`config.mk`:
```
export PLATFORM = sky130hd
export DESIGN_NAME = vga_timing_gen
export DESIGN_NICKNAME = d
export VERILOG_FILES = /design/src/rtl/vga_timing_gen.sv
export SDC_FILE = /design/constraint.sdc
export NUM_CORES = 1
export LEC_CHECK = 0
export ABC_AREA = 1
export ABC_CLOCK_PERIOD_IN_PS = 2100
export BUFFER_PORTS_ARGS = -buffer_cell sky130_fd_sc_hd__buf_2
export CAP_MARGIN = 30
export CORE_MARGIN = 4
export CORE_UTILIZATION = 23
export CTS_BUF_LIST = sky130_fd_sc_hd__clkbuf_16
export DETAILED_ROUTE_END_ITERATION = 6
export PLACE_DENSITY_LB_ADDON = 0.3
export RECOVER_POWER = 100
export REMOVE_ABC_BUFFERS = 1
export SYNTH_ARGS = -nofsm -noshare
export SYNTH_HDL_FRONTEND = slang
export SYNTH_SLANG_ARGS = --single-unit
```
`constraint.sdc`:
```
create_clock -name vga_clk -period 2.1 [get_ports vga_clk]
set_input_delay 0.42 -clock vga_clk [delete_from_list [all_inputs] [get_ports vga_clk]]
set_output_delay 0.42 -clock vga_clk [all_outputs]
set_load 0.02 [all_outputs]
```
`src/rtl/vga_timing_gen.sv`:
```
// Raster timing source: free-running pixel/line counters, sync and
// display-enable decode, a matched delay line, and frame/line strobes.
module vga_timing_gen #(
    parameter int H_ACTIVE = 640,
    parameter int H_FP     = 16,
    parameter int H_SYNC   = 96,
    parameter int H_BP     = 48,
    parameter int V_ACTIVE = 480,
    parameter int V_FP     = 10,
    parameter int V_SYNC   = 2,
    parameter int V_BP     = 33,
    parameter bit SYNC_POL = 1'b0,
    parameter int PIPE_DLY = 1
) (
    input  logic       vga_clk,
    input  logic       reset,
    output logic [9:0] DrawX,
    output logic [9:0] DrawY,
    output logic       blank,
    output logic       hs,
    output logic       vs,
    output logic       blank_d,
    output logic       hs_d,
    output logic       vs_d,
    output logic       line_start,
    output logic       frame_start,
    output logic [7:0] frame_count
);

    localparam int H_TOTAL = H_ACTIVE + H_FP + H_SYNC + H_BP;
    localparam int V_TOTAL = V_ACTIVE + V_FP + V_SYNC + V_BP;

    localparam logic [9:0] X_LAST = 10'(H_TOTAL - 1);
    localparam logic [9:0] Y_LAST = 10'(V_TOTAL - 1);
    localparam logic [9:0] X_ACT  = 10'(H_ACTIVE);
    localparam logic [9:0] Y_ACT  = 10'(V_ACTIVE);
    localparam logic [9:0] X_HS0  = 10'(H_ACTIVE + H_FP);
    localparam logic [9:0] X_HS1  = 10'(H_ACTIVE + H_FP + H_SYNC);
    localparam logic [9:0] Y_VS0  = 10'(V_ACTIVE + V_FP);
    localparam logic [9:0] Y_VS1  = 10'(V_ACTIVE + V_FP + V_SYNC);

    // Delay-line reset word, ordered {blank, hs, vs}: blanked, syncs idle
    localparam logic [2:0] PIPE_RST = {1'b0, ~SYNC_POL, ~SYNC_POL};

    logic [9:0] r_x;
    logic [9:0] r_y;
    logic [7:0] r_fc;
    logic [2:0] r_pipe [PIPE_DLY];

    logic       w_blank;
    logic       w_hs;
    logic       w_vs;
    logic [2:0] w_now;

    // Pixel/line counters; line and frame wrap share the (last,last) edge
    always_ff @(posedge vga_clk or posedge reset) begin
        if (reset) begin
            r_x  <= '0;
            r_y  <= '0;
            r_fc <= '0;
        end else if (r_x == X_LAST) begin
            r_x <= '0;
            if (r_y == Y_LAST) begin
                r_y  <= '0;
                r_fc <= r_fc + 8'd1;
            end else begin
                r_y <= r_y + 10'd1;
            end
        end else begin
            r_x <= r_x + 10'd1;
        end
    end

    // Zero-latency decode straight off the counter registers
    always_comb begin
        w_blank = (r_x < X_ACT) && (r_y < Y_ACT);
        w_hs    = ~SYNC_POL;
        w_vs    = ~SYNC_POL;
        if ((r_x >= X_HS0) && (r_x < X_HS1)) begin
            w_hs = SYNC_POL;
        end
        if ((r_y >= Y_VS0) && (r_y < Y_VS1)) begin
            w_vs = SYNC_POL;
        end
        w_now = {w_blank, w_hs, w_vs};
    end

    // Shift register matching renderer latency on blank/hs/vs
    always_ff @(posedge vga_clk or posedge reset) begin
        if (reset) begin
            for (int i = 0; i < PIPE_DLY; i++) begin
                r_pipe[i] <= PIPE_RST;
            end
        end else begin
            r_pipe[0] <= w_now;
            for (int i = 1; i < PIPE_DLY; i++) begin
                r_pipe[i] <= r_pipe[i-1];
            end
        end
    end

    assign DrawX       = r_x;
    assign DrawY       = r_y;
    assign blank       = w_blank;
    assign hs          = w_hs;
    assign vs          = w_vs;
    assign blank_d     = r_pipe[PIPE_DLY-1][2];
    assign hs_d        = r_pipe[PIPE_DLY-1][1];
    assign vs_d        = r_pipe[PIPE_DLY-1][0];
    assign line_start  = (r_x == 10'd0);
    assign frame_start = (r_x == 10'd0) && (r_y == 10'd0);
    assign frame_count = r_fc;

endmodule
```
# Word-level counts from Yosys, hierarchy flattened

Index checks and enable logic that the tools add are counted.

$add $sub $neg: 3
Multipliers: 0
Divide/modulo/power cells: 0
Magnitude comparators: 6
Equal/unequal tests: 2
Shift-type cells: 0
Mux-type cells: 4
Bitwise operators: 0
Reduce and logical (&&, ||, !) cells: 7

Operators by type and width:

| operator                | count |
|---|---|
| $add A10 B1 Y10 const B | 2 |
| $eq A10 B10 Y1 const B  | 2 |
| $logic_not A10 Y1       | 2 |
| $lt A10 B10 Y1 const B  | 2 |
| $lt A10 B9 Y1 const B   | 2 |
| $mux W10                | 2 |
| $ge A10 B10 Y1 const B  | 1 |
| $ge A10 B9 Y1 const B   | 1 |
| $add A8 B1 Y8 const B   | 1 |
| $logic_and A1 B1 Y1     | 4 |
| $mux W1                 | 2 |
| $reduce_and A2 Y1       | 1 |

Register bits after elaboration: 31
Bits in latches: 0
Memory bits (writable): 0
Memory bits (read-only): 0
Input bits: 2
Word-level logic and storage cells: 26
Memories kept: 0

# Depth between registers and ports, before layout

Gate-level depths: netlist of the first run.

Word-level depth: 3
Depth in mapped cells: 9
Mapped depth without buffers: 9

# Worst setup path after synthesis of the first run

No wires, ideal clock.

Path kind: register to output
Start: register r_x[0] (netlist: DrawX[0])
End: output frame_start
Arrival: 1.320 ns
Required time: 1.680 ns
Setup slack: 0.360 ns
Stages on the path, launching flop included: 5
Buffers on the path: 0
Cells stage by stage: dfrtp_1 -> inv_1 -> ha_1 -> nand4_1 -> nor3_1

Longest elaborated chain between the ends: 2

Ends and longest elaborated chain:

| element                | RTL line | source |
|---|---|---|
| from (decl)            | 45       | `logic [9:0] r_x;` |
| from (signal assigned) | 70       | `r_x <= r_x + 10'd1;` |
| $logic_not A10 Y1      | 111      | `assign frame_start = (r_x == 10'd0) && (r_y == 10'd0);` |
| $logic_and A1 B1 Y1    | 111      |  |
| to (decl)              | 26       | `output logic frame_start,` |

No other way between the ends.

# Worst setup path in the final report of the first run

Start: register r_y[4] (netlist: DrawY[4])
End: output frame_start

Longest elaborated chain between the ends: 2

Ends and longest elaborated chain:

| element                | RTL line | source |
|---|---|---|
| from (decl)            | 46       | `logic [9:0] r_y;` |
| from (signal assigned) | 67       | `r_y <= r_y + 10'd1;` |
| $logic_not A10 Y1      | 111      |  |
| $logic_and A1 B1 Y1    | 111      |  |

No other way between the ends.

==> results of run 1 <==
## metal layers
metal | up-vias | global-route usage, % | routed length [um]
met5 | - | 0 | 0
met4 | 0 | 4.69 | 92
met3 | 8 | 3.00 | 231
met2 | 29 | 17.4 | 2010
met1 | 703 | 13.3 | 1920
li1 | 782 | - | -
## report_power, final
group,switching [mW],internal [mW]
clock network,0.247,0.426
registers,0,0.598
logic,0.0119,0.00138
## cells in the mapped netlist
cell,n
nand2_1,53
inv_1,31
dfrtp_1,29
nor2_1,20
nand3_1,18
xor2_1,13
o21ai_0,12
nor3_1,8
ha_1,5
nand4_1,5
a21oi_1,3
inv_2,3
nand2_2,3
buf_6,2
dfstp_2,2
nor2_2,2
o21ai_2,2
a21boi_0,1
buf_2,1
buf_4,1
nand3_2,1
nand3b_1,1
nor2_4,1
nor3_2,1
nor3_4,1
o211ai_1,1
xnor2_1,1
## critical path: cells and delay by family (launching register included)
family,cells,cell delay [ns]
flops,1,0.44
simple gates,4,0.52
buf+inv,2,0.30
## per-stage QoR
stage	hold WS [ns]	worst slack, ns	area (um^2)
after floorplan	0.522	0.340	1720
after global placement	0.522	0.293	2040
after detailed placement	0.520	0.333	2040
after CTS	0.248	0.137	2180
after global routing	0.459	0.0295	2130
final	0.369	0.150	2130
## area by class of cell
class,count,area (um^2)
clock buffers,5,125
clock inverters,3,11.3
fillers,809,5200
inverters,34,128
multi-input cells,152,806
flip-flops and latches,31,778
well taps,99,124
repair buffers,39,156
## path summary, 6_finish.rpt
| path | slack, ns | start | endpoint | depth (start not counted) |
|---|---|---|---|---|
| worst max-delay path | 0.15 | DrawY[4] | frame_start | 6 |
| worst min-delay path | 0.37 | reset | frame_count[6] | 3 |
| worst max register to register | 0.26 | DrawX[0] | DrawY[3] | 8 |
| worst min register to register | 0.53 | frame_count[7] | frame_count[7] | 2 |
| max in group asynchronous | 1.23 | reset | DrawX[6] | 3 |
| min in group vga_clk | 0.53 | frame_count[7] | frame_count[7] | 2 |
## cells by family (layout without fill, tap and decap cells)
group,count (synthesis),count (layout),synth area share [%]
XOR/XNOR,14,14,6.99
buffers and inverters,38,81,9.27
adder cells (fa/ha/maj),5,5,3.56
AND/OR/NAND/NOR,114,114,29.7
flip-flops,31,31,44.3
AO/OA/AOI/OAI,19,19,6.13
## registers in the layout, summed over array words and instances, names as in the netlist
signal,cells
DrawX,10
frame_count,8
r_pipe,3
DrawY,10
==> summary.txt, run 1 <==
Run status
  – Status: completed

STA
  – Final Hold Fails: 0
  – Setup-failing EPs final: 0
  – Slew @ Worst Pin: roughly 0.79 ns
  – RSZ-0062 raised after global routing: no
  – Final min period: approximately 1.9 ns
  – Final setup TNS: 0 ns
  – Final worst-path cycle share: slightly above 90%
  – Max_slew headroom: 47.2%
  – Post-Route Skew: about 0.0036 ns
  – Max-slew violations: 0
  – F_max: just over 500 MHz

Place
  – Placed cells: approximately 360
  – HPWL Detailed: approximately 3200 um
  – GPL Wtd Cong: a little under 0.8
  – IO buf count: 37

Drt
  – DRT antenna net count: 0
  – 1st-iter DRT viols: 68
  – Post-Route WL: between 4000 and 5000 um
  – DRC violations left: 0
  – Drt wl/cell: about 12 um
  – Via count: approximately 1,500
  – Drt pass-1 iters: 4
  – Routed vias/inst: about 4.2

Worst setup path
  – CP cell instances: inv_2 -> nand2_2 -> nor3_4 -> nand4_1 -> nor3_1 -> clkbuf_2
  – Startpoint Class: flop
  – Crit path DAT: ~1.5 ns
  – Crit path max fanout: 5
  – Crit Path Category: flop to output pin
  – Crit path capture type: output pin
  – Worst EP required: between 1.5 and 2 ns
  – Worst path max stage delay: 0.44 ns
  – CP max stage cell: dfrtp_1

Power and ir drop
  – Final total power: ~1.3 mW
  – Leak Pwr: around 1 nW
  – Power per cell area: slightly above 600 nW/um^2
  – VDD IR-drop max: 240 uV

Min path
  – Type of the worst min-delay path: input pin to async pin

Floorplan
  – Core box area: approximately 7300 um^2
  – Die area: 9090 um^2
  – Die width: ~95 um
  – FP Rows: 31
  – I/O pin cnt: 38
  – Overall die height: between 90 and 100 um
  – Initial core utilization: 23.9%

Synth
  – Syn Std Cell Area: ~1800 um^2
  – Mapped Cells: around 220
  – Ys Warns: 0
  – Largest area contributor in the synthesized netlist: dfrtp_1
  – Sequential fraction of the synthesis area: between 40 and 50%
  – Synth top area cells: dfrtp_1, nand2_1, inv_1
  – Number of synthesized register bits: 31
  – Share of the synthesized area in the top cell type: 41.3%
  – Avg Synthesized Cell Area: between 7 and 8 um^2
  – Unique masters post-synth: 27

Clocking
  – Post-CTS Hold Buffers: 0
  – Clock-pin slew on the worst setup and hold paths: around 0.05 ns
  – Clock sink total: 31
  – Htree depth: 2
  – Total setup buffers inserted after CTS: 0
  – Worst-skew pair later-pin latency: approximately 0.27 ns
  – Root Buffer Master: clkbuf_16
  – Number of gates resized after cts: 0
  – CTS Buf Count: 5
  – CTS tree: yes
  – CTS max path bufs: 2

Global route
  – Vias in the first global route: around 1,500
  – GRT Overall Usage: between 10% and 20%
  – Largest net degree at the start of global routing: 32
  – Initial antenna violation count: 0
  – Gr ovfl total: 0
  – First-pass GRT wire length: around 7600 um

Cells and area
  – Most frequent cells in the layout: nand2_1, clkbuf_1, inv_1, dfrtp_1, nor2_1
  – Share of post-route cells with drive strength above 1: 9.47%
  – Fin cells: ~360
  – Final nets: 270
  – Most common cell after layout, fill and taps aside: nand2_1
  – Layout area overhead: 21.2%
  – Post-layout util: a little under 30%
  – Antenna diode count: 0

Flow run
  – Maxcap violations: 0
No activity file was read; power rests on OpenSTA's default activity.
==> inputs of run 2 (changes only) <==
CTS_BUF_LIST = sky130_fd_sc_hd__clkbuf_4   (was sky130_fd_sc_hd__clkbuf_16)
==> summary.txt, run 2 (synthesis results as in run 1) <==
Worst setup path
  – Crit path DAT: ~1.6 ns
  – R2R setup slack: approximately 0.26 ns
  – Startpoint Class: flop
  – Worst EP required: 1.68 ns
  – Crit Path Category: flop to output pin
  – Crit path capture type: output pin
  – Crit path max fanout: 6

Floorplan
  – FP Rows: 31
  – Core box area: about 7300 um^2
  – Die width: around 95 um
  – I/O pin cnt: 38
  – Die area: 9090 um^2
  – Overall die height: around 95 um
  – Initial core utilization: 23.9%

Place
  – Pre-CTS WS: about 0.33 ns
  – GPL Wtd Cong: around 0.78
  – IO buf count: 37
  – HPWL Detailed: ~3200 um
  – DP Area: between 2000 and 2500 um^2
  – Placed cells: around 360

Cells and area
  – Fin cells: between 300 and 400
  – Layout area overhead: 18.7%
  – Most common cell after layout, fill and taps aside: nand2_1
  – Antenna diode count: 0
  – Final nets: 270
  – Register Area: 779 um^2
  – Multi-input gate area: about 810 um^2
  – Most frequent cells in the layout: nand2_1, inv_1, dfrtp_1, buf_2, nor2_1
  – Final Instance Area: approximately 2100 um^2
  – Share of post-route cells with drive strength above 1: around a fifth
  – Fillers: between 800 and 900

STA
  – Setup-failing EPs final: 0
  – Max_slew headroom: around 45%
  – Final min period: 2.00 ns
  – Post-Route Skew: a little under 0.005 ns
  – Final setup TNS: 0 ns
  – Worst hold slack: ~0.32 ns
  – RSZ-0062 raised after global routing: yes
  – F_max: roughly 500 MHz
  – Max-slew violations: 0
  – Final worst slack: 0.104 ns
  – Slew @ Worst Pin: 0.826 ns
  – Final worst-path cycle share: 95.1%
  – Final Hold Fails: 0

Global route
  – First-pass GRT wire length: 7570 um
  – Gr ovfl total: 0
  – GRT Overall Usage: around a tenth
  – Initial antenna violation count: 0
  – Largest net degree at the start of global routing: 32
  – Vias in the first global route: ~1,500

Power and ir drop
  – Leak Pwr: approximately 1.0 nW
  – Seq pwr share: approximately 63%
  – Clock share of power: 36.1%
  – Power per cell area: 459 nW/um^2
  – VDD IR-drop max: 161 uV
  – Net switching power: ~0.22 mW
  – Logic gate share of total power: under 10%
  – Sw Ratio: between 20% and 30%
  – Internal power: around 0.73 mW

Clocking
  – Clock sink total: 31
  – Htree depth: 2
  – Worst-skew pair later-pin latency: approximately 0.33 ns
  – CTS Buf Count: 5
  – CTS max path bufs: 2
  – Root Buffer Master: clkbuf_4
  – Total setup buffers inserted after CTS: 0
  – Clock-pin slew on the worst setup and hold paths: about 0.1 ns
  – CTS tree: yes

Drt
  – DRC violations left: 0
  – Post-Route WL: roughly 4300 um
  – 1st-iter DRT viols: 88
  – Routed vias/inst: about 4.2
  – DRT antenna net count: 0
  – Via count: 1,526
  – Drt wl/cell: approximately 12 um
  – Drt pass-1 iters: 4

Flow run
  – Maxcap violations: 0

Min path
  – Type of the worst min-delay path: input pin to async pin

Run status
  – Status: completed
==> run 2: final cells by class <==
cell class                 count  share of cell area (%)
multi-input combinational    152                    39.1
clock buffer                   6                    2.16
timing repair buffer          39                    8.89
sequential                    31                    37.4
clock inverter                 2                   0.360
tap                           99                    5.95
inverter                      34                    6.13
==> run 2: worst paths after layout <==
| check | start | end | cells past startpoint |
|---|---|---|---|
| worst max-delay path | DrawY[6] | blank | 4 |
| min in group vga_clk | frame_count[7] | frame_count[7] | 2 |
| worst min-delay path | reset | DrawX[7] | 3 |
| worst min register to register | frame_count[7] | frame_count[7] | 2 |
| max in group asynchronous | reset | DrawY[4] | 3 |
| worst max register to register | DrawX[0] | DrawY[3] | 8 |
==> run 2: timing repair <==
| item | 4_1_cts | 5_1_grt |
|---|---|---|
| endpoints found under the setup margin | 0 | 2 |
| hold buffers | 0 | 0 |
| resized for setup | 0 | 2 |
==> run 2: critical path: stages (launching register included) <==
cell,delay (ns)
dfrtp_1,0.48
nand2_1,0.14
nor2_2,0.07
nor3_1,0.32
buf_2,0.24
==> run 2: metrics by stage <==
step                util, %  power, mW
floorplan                 -      0.617
global placement       27.9      0.624
detailed placement     27.9      0.624
CTS                    28.6      0.980
global route           28.4       1.01
finish                 28.4      0.955
==> run 2: power by group through the flow <==
stage               logic, mW  registers [mW]  clock network [mW]
floorplan             0.00879           0.608                   0
global placement       0.0156           0.608                   0
detailed placement     0.0157           0.608                   0
CTS                    0.0157           0.597               0.367
global route           0.0167           0.597               0.393
finish                 0.0138           0.597               0.345
==> run 2: routing by layer <==
metal | GRT usage (%) | share of wire (%) | wire length (um) | vias up
met4 | 4.33 | 2.1 | 91 | 0
met2 | 17.1 | 46 | 1970 | 44
met1 | 13.4 | 45 | 1910 | 693
met5 | 0 | 0 | 0 | -
li1 | - | - | - | 782
met3 | 3.24 | 6.5 | 277 | 7
